## config.mk

```make
export PLATFORM = sky130hd
export DESIGN_NAME = mips_multicycle_ctrl
export DESIGN_NICKNAME = d
export VERILOG_FILES = /design/src/rtl/mips_multicycle_ctrl.sv
export SDC_FILE = /design/constraint.sdc
export NUM_CORES = 1
export LEC_CHECK = 0
export ABC_AREA = 1
export ABC_CLOCK_PERIOD_IN_PS = 1000
export CAP_MARGIN = 30
export CORE_MARGIN = 2
export CORE_UTILIZATION = 33
export DETAILED_ROUTE_END_ITERATION = 12
export PLACE_DENSITY_LB_ADDON = 0.3
export SETUP_SLACK_MARGIN = 0.4
export SLEW_MARGIN = 40
export SYNTH_ARGS = -nofsm -noshare
export SYNTH_HDL_FRONTEND = slang
export SYNTH_SLANG_ARGS = --single-unit
export TNS_END_PERCENT = 20
```

## constraint.sdc

```tcl
create_clock -name clk -period 1 [get_ports clk]
set_input_delay 0.1 -clock clk [delete_from_list [all_inputs] [get_ports clk]]
set_output_delay 0.1 -clock clk [all_outputs]
set_load 0.01 [all_outputs]
```

## src/rtl/mips_multicycle_ctrl.sv

```systemverilog
// ---------------------------------------------------------------------------
// mips_multicycle_ctrl
//
// Control unit for a multicycle MIPS datapath. A Moore FSM steps each
// instruction through FETCH/DECODE and its execute and writeback states. It
// drives every datapath enable and mux select, and it derives the 3-bit ALU
// operation code from the state's ALU-op class and the funct field.
//
// Parameters:
//   ILLEGAL_TRAP   1 = an unknown opcode parks the FSM in TRAP until reset
//                  0 = an unknown opcode is treated as a NOP (back to FETCH)
//
// Optional feature macro:
//   MIPS_CTRL_BNE_EN   when defined, opcode 000101 (bne) is decoded and the
//                      branch is taken on zero == 0; when undefined, bne is
//                      an illegal opcode
//
// Ports:
//   clk         rising-edge clock
//   rst_n       synchronous active-low reset; also forces all outputs to 0
//   opcode      instr[31:26], valid from DECODE onward
//   funct       instr[5:0]
//   zero        ALU zero flag, used for branch resolution
//   iorD        memory address select (0 = PC, 1 = ALUOut)
//   memWrite    data memory write enable
//   irWrite     instruction register load
//   regDst      write-register select (0 = rt, 1 = rd)
//   memToReg    write-back select (1 = memory data)
//   regWrite    register file write enable
//   aluSrcA     ALU A select (0 = PC, 1 = rs)
//   aluSrcB     ALU B select (00 rt, 01 4, 10 signImm, 11 signImm<<2)
//   aluControl  ALU operation code
//   pcSrc       next-PC select (00 ALU, 01 ALUOut, 10 jump target)
//   pcEn        PC load enable
//   illegal     high while the FSM sits in TRAP
// ---------------------------------------------------------------------------
module mips_multicycle_ctrl #(
    parameter int ILLEGAL_TRAP = 1
) (
    input  logic       clk,
    input  logic       rst_n,
    input  logic [5:0] opcode,
    input  logic [5:0] funct,
    input  logic       zero,
    output logic       iorD,
    output logic       memWrite,
    output logic       irWrite,
    output logic       regDst,
    output logic       memToReg,
    output logic       regWrite,
    output logic       aluSrcA,
    output logic [1:0] aluSrcB,
    output logic [2:0] aluControl,
    output logic [1:0] pcSrc,
    output logic       pcEn,
    output logic       illegal
);

    localparam logic [5:0] OP_RTYPE = 6'b000000;
    localparam logic [5:0] OP_LW    = 6'b100011;
    localparam logic [5:0] OP_SW    = 6'b101011;
    localparam logic [5:0] OP_BEQ   = 6'b000100;
    localparam logic [5:0] OP_ADDI  = 6'b001000;
    localparam logic [5:0] OP_J     = 6'b000010;
`ifdef MIPS_CTRL_BNE_EN
    localparam logic [5:0] OP_BNE   = 6'b000101;
`endif

    localparam logic [2:0] ALUC_ADD = 3'b010;
    localparam logic [2:0] ALUC_SUB = 3'b110;
    localparam logic [2:0] ALUC_AND = 3'b000;
    localparam logic [2:0] ALUC_OR  = 3'b001;
    localparam logic [2:0] ALUC_SLT = 3'b111;
    localparam logic [2:0] ALUC_UND = 3'b011;

    typedef enum logic [3:0] {
        S_FETCH   = 4'd0,
        S_DECODE  = 4'd1,
        S_MEMADR  = 4'd2,
        S_MEMRD   = 4'd3,
        S_MEMWB   = 4'd4,
        S_MEMWR   = 4'd5,
        S_EXECUTE = 4'd6,
        S_ALUWB   = 4'd7,
        S_BRANCH  = 4'd8,
        S_ADDIEX  = 4'd9,
        S_ADDIWB  = 4'd10,
        S_JUMP    = 4'd11,
        S_TRAP    = 4'd12
    } state_t;

    typedef enum logic [1:0] {
        ALU_NONE  = 2'd0,
        ALU_ADD   = 2'd1,
        ALU_SUB   = 2'd2,
        ALU_FUNCT = 2'd3
    } alu_op_t;

    state_t  state_q, state_d;
    alu_op_t alu_op;
    logic    pc_write;
    logic    branch;
    logic    branch_ne;

`ifdef MIPS_CTRL_BNE_EN
    // Remembers whether the branch in flight is bne, captured in DECODE so
    // that BRANCH does not depend on the opcode staying put.
    logic bne_q, bne_d;
`endif

    // Next-state logic. Each instruction class follows a fixed path and
    // every path ends back in FETCH, except TRAP, which only reset leaves.
    always_comb begin
        state_d = state_q;
        case (state_q)
            S_FETCH:  state_d = S_DECODE;
            S_DECODE: begin
                case (opcode)
                    OP_LW, OP_SW: state_d = S_MEMADR;
                    OP_RTYPE:     state_d = S_EXECUTE;
                    OP_BEQ:       state_d = S_BRANCH;
`ifdef MIPS_CTRL_BNE_EN
                    OP_BNE:       state_d = S_BRANCH;
`endif
                    OP_ADDI:      state_d = S_ADDIEX;
                    OP_J:         state_d = S_JUMP;
                    default: begin
                        if (ILLEGAL_TRAP != 0) begin
                            state_d = S_TRAP;
                        end else begin
                            state_d = S_FETCH;
                        end
                    end
                endcase
            end
            S_MEMADR: begin
                if (opcode == OP_SW) begin
                    state_d = S_MEMWR;
                end else begin
                    state_d = S_MEMRD;
                end
            end
            S_MEMRD:   state_d = S_MEMWB;
            S_MEMWB:   state_d = S_FETCH;
            S_MEMWR:   state_d = S_FETCH;
            S_EXECUTE: state_d = S_ALUWB;
            S_ALUWB:   state_d = S_FETCH;
            S_BRANCH:  state_d = S_FETCH;
            S_ADDIEX:  state_d = S_ADDIWB;
            S_ADDIWB:  state_d = S_FETCH;
            S_JUMP:    state_d = S_FETCH;
            S_TRAP:    state_d = S_TRAP;
            default:   state_d = S_FETCH;
        endcase
    end

`ifdef MIPS_CTRL_BNE_EN
    // Latch the bne flag as the instruction leaves DECODE.
    always_comb begin
        bne_d = bne_q;
        if (state_q == S_DECODE) begin
            bne_d = (opcode == OP_BNE);
        end
    end
`endif

    // State register with synchronous active-low reset. A reset in the
    // middle of an instruction simply abandons it and restarts at FETCH.
    always_ff @(posedge clk) begin
        if (!rst_n) begin
            state_q <= S_FETCH;
`ifdef MIPS_CTRL_BNE_EN
            bne_q   <= 1'b0;
`endif
        end else begin
            state_q <= state_d;
`ifdef MIPS_CTRL_BNE_EN
            bne_q   <= bne_d;
`endif
        end
    end

    // Moore output decode. States that leave aluControl unused still present
    // ADD so that the ALU never sees a stale or undefined code. Holding rst_n
    // low zeroes every output, so no write or PC update can leak out of an
    // abandoned instruction.
    always_comb begin
        iorD       = 1'b0;
        memWrite   = 1'b0;
        irWrite    = 1'b0;
        regDst     = 1'b0;
        memToReg   = 1'b0;
        regWrite   = 1'b0;
        aluSrcA    = 1'b0;
        aluSrcB    = 2'b00;
        pcSrc      = 2'b00;
        illegal    = 1'b0;
        pc_write   = 1'b0;
        branch     = 1'b0;
        branch_ne  = 1'b0;
        alu_op     = ALU_NONE;
        aluControl = ALUC_ADD;
        pcEn       = 1'b0;

        case (state_q)
            S_FETCH: begin
                irWrite  = 1'b1;
                pc_write = 1'b1;
                aluSrcB  = 2'b01;
                alu_op   = ALU_ADD;
            end
            S_DECODE: begin
                aluSrcB = 2'b11;
                alu_op  = ALU_ADD;
            end
            S_MEMADR: begin
                aluSrcA = 1'b1;
                aluSrcB = 2'b10;
                alu_op  = ALU_ADD;
            end
            S_MEMRD: begin
                iorD = 1'b1;
            end
            S_MEMWB: begin
                memToReg = 1'b1;
                regWrite = 1'b1;
            end
            S_MEMWR: begin
                iorD     = 1'b1;
                memWrite = 1'b1;
            end
            S_EXECUTE: begin
                aluSrcA = 1'b1;
                alu_op  = ALU_FUNCT;
            end
            S_ALUWB: begin
                regDst   = 1'b1;
                regWrite = 1'b1;
            end
            S_BRANCH: begin
                aluSrcA = 1'b1;
                alu_op  = ALU_SUB;
                pcSrc   = 2'b01;
`ifdef MIPS_CTRL_BNE_EN
                branch    = ~bne_q;
                branch_ne = bne_q;
`else
                branch    = 1'b1;
`endif
            end
            S_ADDIEX: begin
                aluSrcA = 1'b1;
                aluSrcB = 2'b10;
                alu_op  = ALU_ADD;
            end
            S_ADDIWB: begin
                regWrite = 1'b1;
            end
            S_JUMP: begin
                pcSrc    = 2'b10;
                pc_write = 1'b1;
            end
            S_TRAP: begin
                illegal = 1'b1;
            end
            default: begin
            end
        endcase

        case (alu_op)
            ALU_ADD: aluControl = ALUC_ADD;
            ALU_SUB: aluControl = ALUC_SUB;
            ALU_FUNCT: begin
                case (funct)
                    6'b100000: aluControl = ALUC_ADD;
                    6'b100010: aluControl = ALUC_SUB;
                    6'b100100: aluControl = ALUC_AND;
                    6'b100101: aluControl = ALUC_OR;
                    6'b101010: aluControl = ALUC_SLT;
                    default:   aluControl = ALUC_UND;
                endcase
            end
            default: aluControl = ALUC_ADD;
        endcase

        // zero only matters here, so this is the one path from zero to an
        // output.
        pcEn = pc_write | (branch & zero) | (branch_ne & ~zero);

        if (!rst_n) begin
            iorD       = 1'b0;
            memWrite   = 1'b0;
            irWrite    = 1'b0;
            regDst     = 1'b0;
            memToReg   = 1'b0;
            regWrite   = 1'b0;
            aluSrcA    = 1'b0;
            aluSrcB    = 2'b00;
            aluControl = 3'b000;
            pcSrc      = 2'b00;
            pcEn       = 1'b0;
            illegal    = 1'b0;
        end
    end

endmodule
```

==> results.cfg, run 1 <==
[floorplan]
die_x_um = 44.85
core_um2 = 1541
rows = 14
ios = 31
design.die.area_um2 = 2011
dieHeight_um = 44.85
initial_core_util_pct = 35.71

[outcome]
violations = negative setup slack
status = finished, violations left

[cts]
insertion_delay_ps = 240
htree_levels = 1
root_buffer = clkbuf_4
clk_pin_slew_ps = 40
cts.sinks = 4
cts_hold_buf = 0
cts_tree = done
cts_buffers = 3
clockBufferDepth = 2

[cells_and_area]
finalInstanceArea_um2 = 1097
final-seq-area_um2 = 92.59
top_register = state_q
largest_reg_flops = 4
fillers = 123
area_delta_synth_final_pct = 99.32
biggestRegsByFlops = state_q (4)
final_nets = 182
drive_above_1_share_pct = 46.06
n_antenna_cell = 0
utilization_pct = 71.19
multi_input_area_um2 = 469.2

[grt]
grt_overflow = 0
antenna_found_initial = 0
gr-usage-all-layers_pct = 23.45
grt_pass1_wl_mm = 3.491
grt_max_degree = 10
grt_pass1_vias = 875

[drt]
wl_mm = 1.988
firstDrtPassIters = 4
post_drt_wl_per_cell_um = 10.98
vias = 881
via_per_inst = 4.867
ant_nets = 0
drt_iter0_markers = 16
route.detailed.drc = 0

[synthesis]
syn-num-nets = 125
syn_area_um2 = 550.5
ys_seq_area_share_pct = 14.55
synth-seq-cells = 4
yosys_warnings = 0
syn_inst = 110
ys_types = 17
syn_avg_cell_area_um2 = 5.005

[pwr]
vdd_drop_max_mv = 0.8714
power.density_nw_per_um2 = 1132
cellLeakagePower_nw = 0.5718

[sta]
fmax_ghz = 0.7255
slew_headroom_pct = 84.73
fin_crit_sh_pct = 137.8
fin_worst_skew_ps = 7.734
hold_viol = 0
fin_crit_ps = 1378
drv_slew = 0
worstMarginPinSlew_ps = 228.2
rsz0062_at_grt = true
layout_setup_ws_ps = -378.3
finalSetupViolCount = 20

[critical_path]
rr_endpoint = state_q[2]
r2r-start = state_q[2]
endpoint_kind = output pin
cp_max_fo = 3
worstPathRequired_ps = 900
reg2reg_depth = 9
r2r_setup_slack_ps = -250
start_kind = flop
crit_type = reg2out
crit_arrival_ps = 1280

[place]
placed_area_um2 = 1069
place_ws_ps = -799.4
dpl.hpwl_mm = 1.599
port_buffers = 30
gp_congestion = 0.8618

[worst_hold_path]
hp-start = state_q[0]
hold_end = state_q[0]
holdPathStages = 3
hold_class = reg2reg

[job]
maxCapViolCount = 0
## timing repair
| action | 4_1_cts | 5_1_grt |
|---|---|---|
| pin swaps | 9 | 5 |
| setup buffers | 1 | 1 |
| setup endpoints to repair | 20 | 20 |
| gates resized for setup | 81 | 6 |
## critical path: stages (launching register included)
cell and delay (ps):
dfxtp_4 360, inv_4 70, nand2_2 60, inv_2 80
nand2_2 80, nand2_2 80, nor2_2 50, a21oi_2 130
buf_2 140
## layer usage
metal / global-route usage, % / part of all wire [%]
met1: 25.55 / 40
met3: 4.400 / 5.0
met4: 7.647 / 0
met2: 44.93 / 55
met5: 0 / 0
## layout by cell type (no fill, tap or decap), drive strengths merged
cell	Yosys	routed
inv	21	21
o22ai	2	2
clkdlybuf4s50	0	14
a21oi	7	7
nand3b	1	1
a31oi	6	6
buf	0	39
nand3	11	11
dfxtp	4	4
nand4	2	2
nor3	1	1
nor2	27	27
clkbuf	1	3
nand2	26	26
clkinv	1	1
## stage by stage
step	setup TNS (ps)	power [mW]	cells	hold slack, ps
finish	-5766	1.242	181	578.4
global route	-7331	1.345	181	622.4
CTS	-5791	1.234	180	593.3
detailed placement	-11470	1.026	176	564.7
global placement	-10920	1.009	176	569.9
floorplan	-74.19	0.6078	110	305.8
## cells in the mapped netlist
cell	number	share of area (%)
a21oi_1	7	6.4
a31oi_1	6	6.8
clkbuf_1	1	0.68
clkinv_1	1	0.68
dfxtp_1	4	15
inv_1	19	13
inv_2	2	1.4
nand2_1	25	17
nand2_2	1	1.1
nand3_1	11	10
nand3b_1	1	1.4
nand4_1	2	2.3
nor2_1	24	16
nor2_2	1	1.1
nor2_4	2	4.1
nor3_1	1	0.91
o22ai_1	2	2.3
## logic make-up after synthesis
group / after synthesis / share of synthesized area (%)
and+or+nand+nor: 68 / 54.32
buffers and inverters: 23 / 15.68
AOI/OAI and AO/OA: 15 / 15.45
DFF: 4 / 14.55
## layout make-up
| cell class | count | share of cell area, % |
|---|---|---|
| Sequential cell | 4 | 8.438 |
| Tap cell | 16 | 1.824 |
| Timing Repair Buffer | 53 | 36.83 |
| Multi-Input combinational cell | 83 | 42.76 |
| Clock buffer | 3 | 2.052 |
| Inverter | 22 | 8.096 |
## power by group
| part | internal [mW] | switching [mW] |
|---|---|---|
| Clock | 0.135 | 0.0718 |
| Combinational | 0.380 | 0.398 |
| Sequential | 0.201 | 0.0569 |
## worst max path at each step
stage	endpoint	depth (start not counted)	slack [ps]	startpoint
6_report	aluSrcA	8	-380	state_q[2]
5_1_grt	aluSrcA	8	-480	state_q[2]
4_1_cts	aluSrcB[1]	6	-390	state_q[3]
3_5_place_dp	aluControl[1]	6	-800	funct[5]
3_3_place_gp	aluControl[1]	6	-730	funct[5]
2_1_floorplan	aluControl[0]	6	-30	state_q[2]
Note: power is estimated with default switching activity, not from simulation.
==> run 2, diff against run 1 <==
ABC_CLOCK_PERIOD_IN_PS = not set   (was 1000)
==> results of run 2 <==
Final layout, timing and power as in run 1 (identical DEF).
==> run 3, diff against run 2 <==
CELL_PAD_IN_SITES_DETAIL_PLACEMENT = 1   (was not set)
CELL_PAD_IN_SITES_GLOBAL_PLACEMENT = 1   (was not set)
CORE_UTILIZATION = 20   (was 33)
==> run 3 against run 2 <==
  * The flow still finishes with violations (negative setup slack)
  * First-iteration DRC count shrank 50%
  * Global-route usage shrank 7.9 points
  * Register-to-register slack lost 60 ps
  * Non-clock buffer count grew 3
  * Worst hold slack gained 50 ps
  * Maximum frequency shrank 6.3%
  * Clock power is essentially flat
  * Sequential share of layout area shrank 0.60 points
  * Sequential power grew 2%
  * Highest routed layer is now met4
==> results.cfg, run 3 (same netlist as run 1, synthesis figures left out) <==
[critical_path]
worst_path_most_repeated_cell = nor2_4
crit_type = reg2out
cp_max_fo = 3
r2r-start = state_q[2]
cpLargestDelayFamily = buffers and inverters
endpoint_kind = output pin
setup.worst_path.start = state_q[2]
path_buf_inv = 4
crit_end = aluControl[2]
path_depth = 8
rr_endpoint = state_q[2]
crit_path_cell_trace = inv_4, nor2_4, buf_4, inv_2, nor2_4, nand2_2, o22ai_2, buf_2
slowest_delay_ps = 370
start_kind = flop
worstPathRequired_ps = 900
crit_arrival_ps = 1370
reg2reg_depth = 9
r2r_setup_slack_ps = -310
cpMaxStageDelayCell = dfxtp_4

[pwr]
vdd_drop_max_mv = 0.7437
p_int_mw = 0.8383
combPwrFrac_pct = 68.2
switchingPower_mw = 0.6370
seq_power_share_pct = 17.8
swShare_pct = 43.18
power.density_nw_per_um2 = 1216
cellLeakagePower_nw = 0.6062
p_clk_share_pct = 14.0

[grt]
grt_pass1_wl_mm = 3.981
grt_max_degree = 12
grt_pass1_vias = 932
antenna_found_initial = 0
grt_overflow = 0
gr-usage-all-layers_pct = 15.55

[sta]
drv_slew = 0
rsz0062_at_grt = true
fin_worst_skew_ps = 4.695
slew_headroom_pct = 83.44
setup_tns_ps = -6825
hold_viol = 0
fin_crit_ps = 1471
finalSetupViolCount = 20
fin_crit_sh_pct = 147.1
worstMarginPinSlew_ps = 247.4
fmax_ghz = 0.6800
layout_setup_ws_ps = -470.6

[drt]
post_drt_wl_per_cell_um = 12.98
vias = 923
ant_nets = 0
via_per_inst = 4.638
wl_mm = 2.584
route.detailed.drc = 0
firstDrtPassIters = 2
drt_iter0_markers = 8

[floorplan]
design.die.area_um2 = 3188
core_um2 = 2686
rows = 19
die_x_um = 56.47
ios = 31
dieHeight_um = 56.47
initial_core_util_pct = 20.49

[cts]
htree_levels = 1
cts.sinks = 4
cts_buffers = 3
cts_tree = done
clockBufferDepth = 2
root_buffer = clkbuf_4
clk_pin_slew_ps = 40
insertion_delay_ps = 240

[cells_and_area]
area_delta_synth_final_pct = 120.5
utilization_pct = 45.18
top_register = state_q
final_cell_mix = 23 x buf_4, 17 x nand2_1, 17 x nor2_1
biggestRegsByFlops = state_q (4)
drive_above_1_share_pct = 52.38
final_nets = 185
n_antenna_cell = 0
finalInstanceArea_um2 = 1214
largest_reg_flops = 4
stdcell_count = 199
layout_commonest_cell = buf_4

[place]
place_inst = 192
port_buffers = 30
dpl.hpwl_mm = 1.800
placed_area_um2 = 1095
gp_congestion = 0.7932

[outcome]
status = finished, violations left
violations = negative setup slack

[worst_hold_path]
hold_class = reg2reg

[job]
maxCapViolCount = 0
[run 3: cell count changes in the layout (fill, tap and decap cells not counted), moves of 2 or more]
cell     delta
nand2_4     +2
inv_1       -2
a21oi_2     +2
nor2_4      +3
nor2_2      -2
a21oi_1     -2
nand2_1     -3
inv_4       +3
buf_4       +3
[run 3: timing repair]
item | CTS | global route
endpoints found under the setup margin | 20 | 20
hold endpoints to repair | 0 | 0
pin swaps | 9 | 5
hold buffers | 0 | 0
buffers inserted | 1 | 3
gates resized for setup | 83 | 21
[run 3: cell type report]
type / instances / area, um^2
Inverter: 22 / 95.09
Fill cell: 363 / 1473
Tap cell: 31 / 38.79
Timing Repair Buffer: 56 / 435.4
Sequential cell: 4 / 95.09
Multi-Input combinational cell: 83 / 526.8
Clock buffer: 3 / 22.52
[run 3: worst min path at each step]
stage                     slack (ps)  depth (start not counted)          to  startpoint
after detailed placement         590                          3  state_q[0]  state_q[0]
after floorplan                  310                          2  state_q[0]       rst_n
after global routing             670                          3  state_q[0]  state_q[0]
after CTS                        590                          3  state_q[0]  state_q[0]
after global placement           580                          3  state_q[0]  state_q[0]
final                            630                          3  state_q[0]  state_q[0]
[run 3: worst min-delay path, stage by stage, from the launching register on]
cell	delay, ps
dfxtp_4	360
inv_2	70
nand2_1	70
a31oi_1	80
[run 3: power by group through the flow]
stage | Combinational (mW) | Sequential, mW | Clock, mW
after global routing | 1.09 | 0.267 | 0.247
after floorplan | 0.371 | 0.237 | 0
final | 1.01 | 0.262 | 0.207
after global placement | 0.806 | 0.243 | 0
after detailed placement | 0.820 | 0.244 | 0
after CTS | 0.895 | 0.245 | 0.207
[run 3: layer usage]
metal | up-vias | share of wire [%] | GRT usage, % | wire [um]
li1 | 472 | - | - | -
met4 | 0 | 1.4 | 3.401 | 35
met2 | 18 | 55 | 28.24 | 1425
met1 | 429 | 40 | 18.13 | 1032
met5 | - | 0 | 0 | 0
met3 | 4 | 3.5 | 3.917 | 90
[run 3: metrics by stage]
stage          power (mW)  setup WS (ps)  hold WS, ps
3_5_place_dp        1.064         -817.8        592.4
5_1_grt             1.607         -563.5        673.0
4_1_cts             1.348         -482.1        594.8
3_3_place_gp        1.049         -788.5        579.2
6_report            1.475         -470.6        628.8
2_1_floorplan      0.6078         -34.90        305.8
